`src/rtl/uart_tx_arbiter.sv`:
```
// Round-robin arbiter sharing one UartTx serializer among NUM_REQ byte producers.
// Latency: request accepted in the same cycle (IDLE, tx_ready=1); tx_enable pulses 2 cycles later.
// Backpressure: no grant until the serializer reports ready again; requesters hold valid until accepted.
module uart_tx_arbiter #(
  parameter int NUM_REQ = 4,
  parameter int IDW     = 3
) (
  input  logic                   CLK,
  input  logic                   RST,
  input  logic [NUM_REQ-1:0]     req_valid,
  input  logic [8*NUM_REQ-1:0]   req_data,
  output logic [NUM_REQ-1:0]     req_ready,
  output logic [7:0]             tx_din,
  output logic                   tx_enable,
  input  logic                   tx_ready,
  output logic                   busy,
  output logic [IDW-1:0]         grant_id,
  output logic [15:0]            sent_count
);

  typedef enum logic [1:0] {
    ST_IDLE    = 2'd0,
    ST_ISSUE   = 2'd1,
    ST_RELEASE = 2'd2,
    ST_WAIT    = 2'd3
  } state_t;

  state_t         state_q;
  logic [IDW-1:0] rr_ptr_q;
  logic [7:0]     tx_din_q;
  logic           tx_enable_q;
  logic           busy_q;
  logic [IDW-1:0] grant_id_q;
  logic [15:0]    sent_count_q;

  // Candidate at or above the pointer (hi) and lowest overall (lo, used on wrap)
  logic           hi_vld;
  logic [IDW-1:0] hi_idx;
  logic [7:0]     hi_dat;
  logic           lo_vld;
  logic [IDW-1:0] lo_idx;
  logic [7:0]     lo_dat;

  logic           sel_vld;
  logic [IDW-1:0] sel_idx;
  logic [7:0]     sel_dat;
  logic           grant;
  logic [IDW-1:0] rr_next;

  // Scan descending so the lowest qualifying index is the last (winning) assignment
  always_comb begin
    hi_vld = 1'b0;
    hi_idx = '0;
    hi_dat = '0;
    lo_vld = 1'b0;
    lo_idx = '0;
    lo_dat = '0;
    for (int i = NUM_REQ - 1; i >= 0; i--) begin
      if (req_valid[i]) begin
        lo_vld = 1'b1;
        lo_idx = IDW'(i);
        lo_dat = req_data[8*i +: 8];
        if (i >= int'(rr_ptr_q)) begin
          hi_vld = 1'b1;
          hi_idx = IDW'(i);
          hi_dat = req_data[8*i +: 8];
        end
      end
    end
  end

  // Prefer the first requester at/after rr_ptr; otherwise wrap to the lowest index
  always_comb begin
    sel_vld = hi_vld | lo_vld;
    sel_idx = hi_vld ? hi_idx : lo_idx;
    sel_dat = hi_vld ? hi_dat : lo_dat;
    grant   = (state_q == ST_IDLE) && tx_ready && sel_vld;
    rr_next = (sel_idx == IDW'(NUM_REQ - 1)) ? '0 : sel_idx + 1'b1;
  end

  // One-hot acceptance pulse, only while a grant is being made in IDLE
  always_comb begin
    req_ready = '0;
    for (int i = 0; i < NUM_REQ; i++) begin
      req_ready[i] = grant && (sel_idx == IDW'(i));
    end
  end

  // Transfer sequencer: latch byte, pulse enable, then wait for the serializer to finish
  always_ff @(posedge CLK or posedge RST) begin
    if (RST) begin
      state_q      <= ST_IDLE;
      rr_ptr_q     <= '0;
      tx_din_q     <= '0;
      tx_enable_q  <= 1'b0;
      busy_q       <= 1'b0;
      grant_id_q   <= '0;
      sent_count_q <= '0;
    end else begin
      case (state_q)
        ST_IDLE: begin
          if (grant) begin
            tx_din_q     <= sel_dat;
            grant_id_q   <= sel_idx;
            rr_ptr_q     <= rr_next;
            sent_count_q <= sent_count_q + 16'd1;
            busy_q       <= 1'b1;
            state_q      <= ST_ISSUE;
          end
        end
        ST_ISSUE: begin
          tx_enable_q <= 1'b1;
          state_q     <= ST_RELEASE;
        end
        ST_RELEASE: begin
          tx_enable_q <= 1'b0;
          state_q     <= ST_WAIT;
        end
        ST_WAIT: begin
          if (tx_ready) begin
            busy_q  <= 1'b0;
            state_q <= ST_IDLE;
          end
        end
        default: begin
          tx_enable_q <= 1'b0;
          busy_q      <= 1'b0;
          state_q     <= ST_IDLE;
        end
      endcase
    end
  end

  assign tx_din     = tx_din_q;
  assign tx_enable  = tx_enable_q;
  assign busy       = busy_q;
  assign grant_id   = grant_id_q;
  assign sent_count = sent_count_q;

endmodule

```
`config.mk`:
```
export PLATFORM = sky130hd
export DESIGN_NAME = uart_tx_arbiter
export DESIGN_NICKNAME = d
export VERILOG_FILES = /design/src/rtl/uart_tx_arbiter.sv
export SDC_FILE = /design/constraint.sdc
export NUM_CORES = 1
export LEC_CHECK = 0
export ABC_AREA = 1
export CAP_MARGIN = 10
export CORE_MARGIN = 3
export CORE_UTILIZATION = 48
export CTS_CLUSTER_DIAMETER = 100
export DETAILED_ROUTE_END_ITERATION = 6
export GPL_TIMING_DRIVEN = 0
export PLACE_DENSITY = 0.79
export SYNTH_ARGS = -nofsm -noshare
export SYNTH_HDL_FRONTEND = slang
export SYNTH_SLANG_ARGS = --single-unit
```
`constraint.sdc`:
```
create_clock -name CLK -period 1.7 [get_ports CLK]
set_input_delay 0.255 -clock CLK [delete_from_list [all_inputs] [get_ports CLK]]
set_output_delay 0.255 -clock CLK [all_outputs]
set_load 0.05 [all_outputs]
```
== After elaboration in Yosys (flattened, before gate mapping) ==
Index checks and enable logic that the tools add are counted.

* Reductions and logical operators: 13
* $lt $le $gt $ge: 4
* Bitwise operators: 1
* Muxes and demuxes: 46
* Add/subtract/negate cells: 2
* Equal/unequal tests: 8

{| class="wikitable"
|+ Operators by type and width
! cell !! count
|-
| $mux 8 || 13
|-
| $mux 3 || 11
|-
| $add 16x1->16 const B || 1
|-
| $mux 1 || 14
|-
| $mux 2 || 5
|-
| $pmux 2 s4 || 1
|-
| $eq 3x2->1 const B || 2
|-
| $ge 1x3->1 const A || 2
|-
| $ge 2x3->1 const A || 2
|-
| $logic_and 1x1->1 || 6
|-
| $eq 2x2->1 const B || 2
|-
| $ne 2x2->1 const B || 2
|-
| $pmux 1 s2 || 2
|-
| $reduce_and 2->1 || 2
|-
| $reduce_bool 2->1 || 2
|-
| $add 3x1->3 const B || 1
|-
| $eq 3x1->1 const B || 1
|-
| $logic_not 3->1 || 1
|-
| $reduce_and 3->1 || 1
|-
| $eq 2x1->1 const B || 1
|-
| $logic_not 2->1 || 1
|-
| $or 1x1->1 || 1
|}

* Flip-flop bits (word level): 34
* Output and inout port bits: 33
* Bits of input ports: 39

== Depth between registers and ports, before layout ==
* Depth in word-level cells: 13
* Depth in mapped cells: 11

== Worst setup path before layout ==
OpenSTA, ideal clock, no wires.

* Kind: register to output
* Start point: register rr_ptr_q[1]
* End point: output port req_ready[3]
* Data required time: 1.445 ns
* Arrival: 1.962 ns
* Path buffers: 1
* Setup slack: -0.517 ns
* Stages on the path, launching flop included: 10
* Cell sequence: dfrtp_1 inv_1 nand2_1 buf_2 nand3_1 nand3_1 inv_1 ha_1 inv_1 nor2_1

* Word-level cells in the longest chain between the ends: 12

{| class="wikitable"
|+ RTL lines
! item !! line !! text
|-
| start: declaration || 29 || <nowiki>logic [IDW-1:0] rr_ptr_q;</nowiki>
|-
| start signal: assignment || 105 || <nowiki>rr_ptr_q <= rr_next;</nowiki>
|-
| $ge 2x3->1 || 63 || <nowiki>if (i >= int'(rr_ptr_q)) begin</nowiki>
|-
| $mux 2 / $mux 1 (equally long branches) || 63 ||
|-
| $mux 2 / $mux 1 (equally long branches) || 59 || <nowiki>if (req_valid[i]) begin</nowiki>
|-
| $mux 3 / $mux 1 (equally long branches) || 63 ||
|-
| $mux 3 / $mux 1 (equally long branches) || 59 ||
|-
| $mux 3 / $mux 1 (equally long branches) || 63 ||
|-
| $mux 3 / $mux 1 (equally long branches) || 59 ||
|-
| $mux 3 / $mux 1 (equally long branches) || 63 ||
|-
| $mux 3 / $mux 1 (equally long branches) || 59 ||
|-
| $mux 3 (*) || 75 || <nowiki>sel_idx = hi_vld ? hi_idx : lo_idx;</nowiki>
|-
| via sel_idx[0] || 45 || <nowiki>logic [IDW-1:0] sel_idx;</nowiki>
|-
| $eq 3x2->1 (*) || 85 || <nowiki>req_ready[i] = grant && (sel_idx == IDW'(i));</nowiki>
|-
| $logic_and 1x1->1 (*) || 85 ||
|-
| end: declaration || 12 || <nowiki>output logic [NUM_REQ-1:0] req_ready,</nowiki>
|}

Mark *: on every way through the listed nets, which the timed path passes. The rest lies on a longest branch.

== Worst setup path after layout ==
Same ends and word-level chain as after synthesis.

==> flow_summary.json <==
{
  "yosys.area_share.simple_pct": 37.4,
  "clock_skew_ps": 5.95,
  "ir_drop_mv": 1.60,
  "gp_congestion": 0.855,
  "drive_gt1_share_pct": 18.2,
  "start_util_pct": 52.0,
  "synth_compound_area_share_pct": 9.75,
  "antenna_cells": 0,
  "worstPathCellList": "inv_2 > nand2_4 > buf_6 > nand3_2 > nand3_4 > inv_2 > ha_1 > inv_2 > nor2_4 > buf_6",
  "hold_slack_ps": 259,
  "critPathTopFamily": "buffers and inverters",
  "core.rowCount": 24,
  "syn_nets": 405,
  "power_density_nw_per_um2": 1350,
  "die-height_um": 76.3,
  "synth_ff_type": "dfrtp_1",
  "path_clk_slew_ps": 70,
  "wl_per_cell_um": 13.5,
  "path_buf_inv": 5,
  "htree_levels": 2,
  "start_kind": "flip-flop",
  "synth_async_sr_flop_share_pct": 100,
  "grt.overflow.total": 0,
  "grt_max_degree": 33,
  "violations": "setup timing",
  "yosysSeqAreaShare_pct": 33.7,
  "crit_path_frequent_cell": "inv_2",
  "utilization_pct": 77.0,
  "cp_max_fo": 5,
  "netlist_area_um2": 2370,
  "cp-end-kind": "output port",
  "synth_fa_ha_area_share_pct": 4.74,
  "yosysTopAreaCellShare_pct": 33.7,
  "drtPass1Iterations": 6,
  "synth_cell_types": 28,
  "p_leak_nw": 1.86,
  "areaGrowthSynthToFinish_pct": 47.9,
  "finalCritPeriodShare_pct": 120,
  "synth_area_per_cell_um2": 6.65,
  "hpwl_um": 4950,
  "slew_headroom_pct": 64.0,
  "critical_path_class": "reg2out",
  "crit_required_ps": 1440,
  "place_ws_ps": -1260,
  "grt_pass1_wl_um": 11200,
  "p_seq_share_pct": 25.8,
  "yosysTopAreaCell": "dfrtp_1",
  "wl_um": 6940,
  "cts_tree": "done",
  "core-area_um2": 4560,
  "dp.cells": 491,
  "drtIter0Drc": 195,
  "ioPinCount": 72,
  "die-area_um2": 5830,
  "synth-xor-area-share_pct": 3.32,
  "cpPeakStageDelay_ps": 440,
  "hp-class": "in2async",
  "yosysMostFrequentCell": "nand2_1",
  "clkSinkCount": 32,
  "clock_path_buffers": 2,
  "max_cap_viol_count": 0,
  "cts_hold_buf": 0,
  "cp_slowest_cell": "dfrtp_1",
  "route.detailed.drc": 0,
  "setup_violations": 4,
  "switchingPower_w": 0.00240,
  "portBuffers": 69,
  "fmax_mhz": 491,
  "first_global_vias": 2473,
  "clk_latency_ps": 280,
  "synth_edf_count": 0,
  "maxSlewViolCount": 0,
  "synth_top_family_by_area": "simple AND/OR/NAND/NOR gates",
  "vias": 2665,
  "drtAntennaViolNets": 0,
  "die_x_um": 76.3,
  "viasPerCell": 5.16,
  "root_buffer": "clkbuf_8",
  "final_nets": 498,
  "synth_top_cells_by_area": "dfrtp_1, nand2_1, inv_1",
  "fin_cells": 516,
  "syn_inst": 357,
  "synth-seq-cells": 32,
  "intPower_w": 0.00235,
  "worstPathArrival_ps": 1780,
  "cts_buffers": 5,
  "rsz0062_at_grt": "true",
  "switching_share_pct": 50.5,
  "power_frac_comb_pct": 61.7,
  "fin_setup_tns_ps": -1290,
  "grtUsageTotal_pct": 23.1,
  "layout_min_cycle_time_ps": 2030,
  "setup_slack_ps": -335,
  "yosys_warnings": 0,
  "status": "finished, violations left",
  "clockPowerShare_pct": 12.6,
  "synthTopCellsByCount": "nand2_1, inv_1, nor2_1",
  "finalHoldViolCount": 0,
  "muxShareOfSynthArea_pct": 0,
  "worst_pin_slew_ps": 542,
  "grt_antenna_before_repair": 0
}
## power groups by stage
| stage | sequential (W) | clock, W | combinational, W |
|---|---|---|---|
| after detailed placement | 0.00122 | 0 | 0.00273 |
| after global routing | 0.00127 | 0.000649 | 0.00318 |
| after CTS | 0.00122 | 0.000607 | 0.00280 |
| after floorplan | 0.00189 | 0 | 0.00121 |
| final | 0.00122 | 0.000597 | 0.00293 |
| after global placement | 0.00122 | 0 | 0.00267 |
## worst register-to-register path, delay by kind of cell (launching register included)
kind / cells / cell delay (ps)
buffers and inverters: 5 / 610
DFF: 1 / 440
and+or+nand+nor: 5 / 340
AOI/OAI and AO/OA: 1 / 160
## layout make-up
| class | count | area, µm² |
|---|---|---|
| Buffer | 11 | 90.1 |
| Clock buffer | 6 | 82.6 |
| Timing Repair Buffer | 87 | 828 |
| Multi-Input combinational cell | 265 | 1440 |
| Tap cell | 65 | 81.3 |
| Fill cell | 352 | 1050 |
| Inverter | 48 | 183 |
| Sequential cell | 32 | 803 |
| Clock inverter | 2 | 10.0 |
## layer usage
| layer | track usage (%) | routed length (µm) |
|---|---|---|
| met2 | 39.5 | 3440 |
| met1 | 30.6 | 2960 |
| met3 | 4.49 | 504 |
| met4 | 4.35 | 39 |
| met5 | 0 | 0 |
## state kept, by name, summed over array words and instances, names as in the netlist
register,count
tx_din,8
busy,1
tx_enable,1
grant_id,2
sent_count,16
state_q,2
rr_ptr_q,2
## through the flow
step	total power (W)	instance area [µm²]
floorplan	0.00311	2420
global placement	0.00389	3190
detailed placement	0.00395	3190
CTS	0.00463	3410
global route	0.00509	3510
finish	0.00475	3510
## cell families (layout without fill, tap and decap cells)
kind of cell / after synthesis / count (layout)
compound gates: 44 / 44
xor+xnor: 9 / 9
fa+ha+maj: 9 / 9
buf+inv: 60 / 154
flops: 32 / 32
other cells: 1 / 1
simple gates: 202 / 202
## timing repair
item,4_1_cts,5_1_grt
setup buffers,12,5
pin swaps,6,1
resized for setup,76,13
endpoints found under the setup margin,36,12
## path summary, 6_finish.rpt
kind	from	endpoint	slack, ps	depth (start not counted)
setup / recovery	rr_ptr_q[1]	req_ready[3]	-330	10
min in group CLK	tx_din[7]	tx_din[7]	480	2
setup reg to reg	rr_ptr_q[1]	tx_din[0]	30	11
max in group asynchronous	RST	state_q[0]	990	3
hold reg to reg	tx_din[7]	tx_din[7]	480	2
hold / removal	RST	sent_count[4]	260	2
## placed cells by master (no fill, tap or decap), types with 6 or more instances in the layout
cell	instances
nand2_1	113
buf_6	7
nand3_1	29
inv_1	41
inv_2	6
clkbuf_8	6
buf_4	21
clkdlybuf4s50_1	35
nor2_1	31
dfrtp_1	30
o21ai_0	18
a21oi_1	14
ha_1	7
dlygate4sd2_1	27
nor2_4	9
Power figures use the tool's default switching activity.
==> patch (config.mk and constraints unchanged) <==
The 4 states of `state_t` get a one-hot encoding in 4 bits.
--- a/src/rtl/uart_tx_arbiter.sv
+++ b/src/rtl/uart_tx_arbiter.sv
@@ -18,11 +18,11 @@
   output logic [15:0]            sent_count
 );
 
-  typedef enum logic [1:0] {
-    ST_IDLE    = 2'd0,
-    ST_ISSUE   = 2'd1,
-    ST_RELEASE = 2'd2,
-    ST_WAIT    = 2'd3
+  typedef enum logic [3:0] {
+    ST_IDLE    = 4'b0001,
+    ST_ISSUE   = 4'b0010,
+    ST_RELEASE = 4'b0100,
+    ST_WAIT    = 4'b1000
   } state_t;
 
   state_t         state_q;
Behaviour: no difference found for any inputs over 10 cycles, from zero or initial values and one cycle with RST high; not proved beyond that.
==> patch against the unedited design <==
  * The run still ends with setup timing left
  * Maximum frequency increased by 2.8%
  * Setup slack improved by 0.055 ns
  * Combinational power increased by 19%
  * Design area increased by 3.8%
  * Wire length increased by 2.8%
  * Power increased by 15%
  * Critical path type unchanged
  * Sequential cell count increased by 2
  * Synthesized area increased by 4.5%
  * Largest power group unchanged
  * Highest routed layer unchanged
  * Clock skew increased by 0.0015 ns
  * Sequential power increased by 13%
  * Cell count increased by 1.6%
==> patch: results (changes against the unedited design) <==
* WL met1 at 3.02 mm (+2.2%)
* Sequential power share at 25.1% (-0.7 points)
* Port Buffers at 67 (-2.9%)
* Met3 Usage GRT at 3.60% (-0.90 points)
* Largest net degree at the start of global routing at 22 (-33%)
* Max VDD drop at 1230 uV (-23%)
* Final Core Density at 75.3% (-1.7 points)
* Cell Area, Placed at 3300 um2 (+3.2%)
* Hpwl dp at 5.10 mm (+2.9%)
* Synth top area share at 33.3% (-0.45 points)
* Fill cells at 381 (+8.2%)
* Synth unique cells at 31 (+11%)
* Final GP Congestion at 0.917 (+7.2%)
* Vias in the first global route at 2,598 (+5.1%)
* DRT iter0 DRCs at 224 (+15%)
* Static Leak at 1.91 nW (+2.9%)
* Final wirelength at 7.14 mm (+2.8%)
* Combinational cell power at 0.00348 W (+19%)
* Via count at 2,695 (+1.1%)
* Status: finished with violations
* Synth async-reset ratio at 100% (unchanged)
* Post-route setup slack at -0.280 ns (+0.0546 ns)
* Hold_ws at 0.328 ns (+0.0695 ns)
* # setup viols final at 4 (unchanged)
* Synth top area cells: dfrtp_1 (33%), nand2_1 (17%), inv_1 (6.5%), nor2_1 (6.0%), o21ai_0 (4.6%)
* Placed insts at 497 (+1.2%)
* Metal3 WL at 434 um (-14%)
* Failing checks: setup timing
* Syn_nets at 406 (+0.25%)
* Post-CTS sizing at 73 (-3.9%)
* Drt pass-1 iters at 4 (-2)
* Worst Clk Skew at 0.00745 ns (+0.00149 ns)
* Met1 usage at 31.6% (+0.99 points)
* Internal power at 0.00267 W (+14%)
* R2R depth at 9 (-2)
* Fin cells at 524 (+1.6%)
* Reg2reg end: tx_din[6]$_DFFE_PP0P_
* Clk buf depth at 2 (unchanged)
* First-pass GRT wire length at 11.8 mm (+4.7%)
* M2 GR Usage at 39.6% (+0.19 points)
* Rel. slew slack at 60.1% (-3.9 points)
* Critical path peak fanout at 6 (+1)
==> patch: cell count changes after synthesis, moves of 3 or more <==
cell     before  now
xor2_1        4    8
ha_1          9    5
nand3_2       0    3
a31oi_1       0    4
inv_1        47   43
nor3_1        1    6
nand3_1      31   22
nand4_1       1    4
nand2_1     119  112
nor2_1       37   40
buf_6         2    7
nor2_4        4    1
==> patch: cells by family (layout without fill, tap and decap cells) <==
kind of cell	count (synthesis)	count (layout)	share of synthesized area, %
fa+ha+maj	5	5	2.52
flops	34	34	34.3
simple gates	201	201	36.1
other cells	1	1	0.151
xor+xnor	12	12	4.23
compound gates	51	51	11.2
buf+inv	58	153	11.4
==> patch: final cells by class <==
cell class / instances / area share (%)
Buffer: 14 / 3.60
Tap cell: 67 / 2.30
Inverter: 44 / 4.60
Timing Repair Buffer: 87 / 23.1
Clock inverter: 1 / 0.137
Clock buffer: 7 / 2.37
Multi-Input combinational cell: 270 / 40.4
Sequential cell: 34 / 23.4
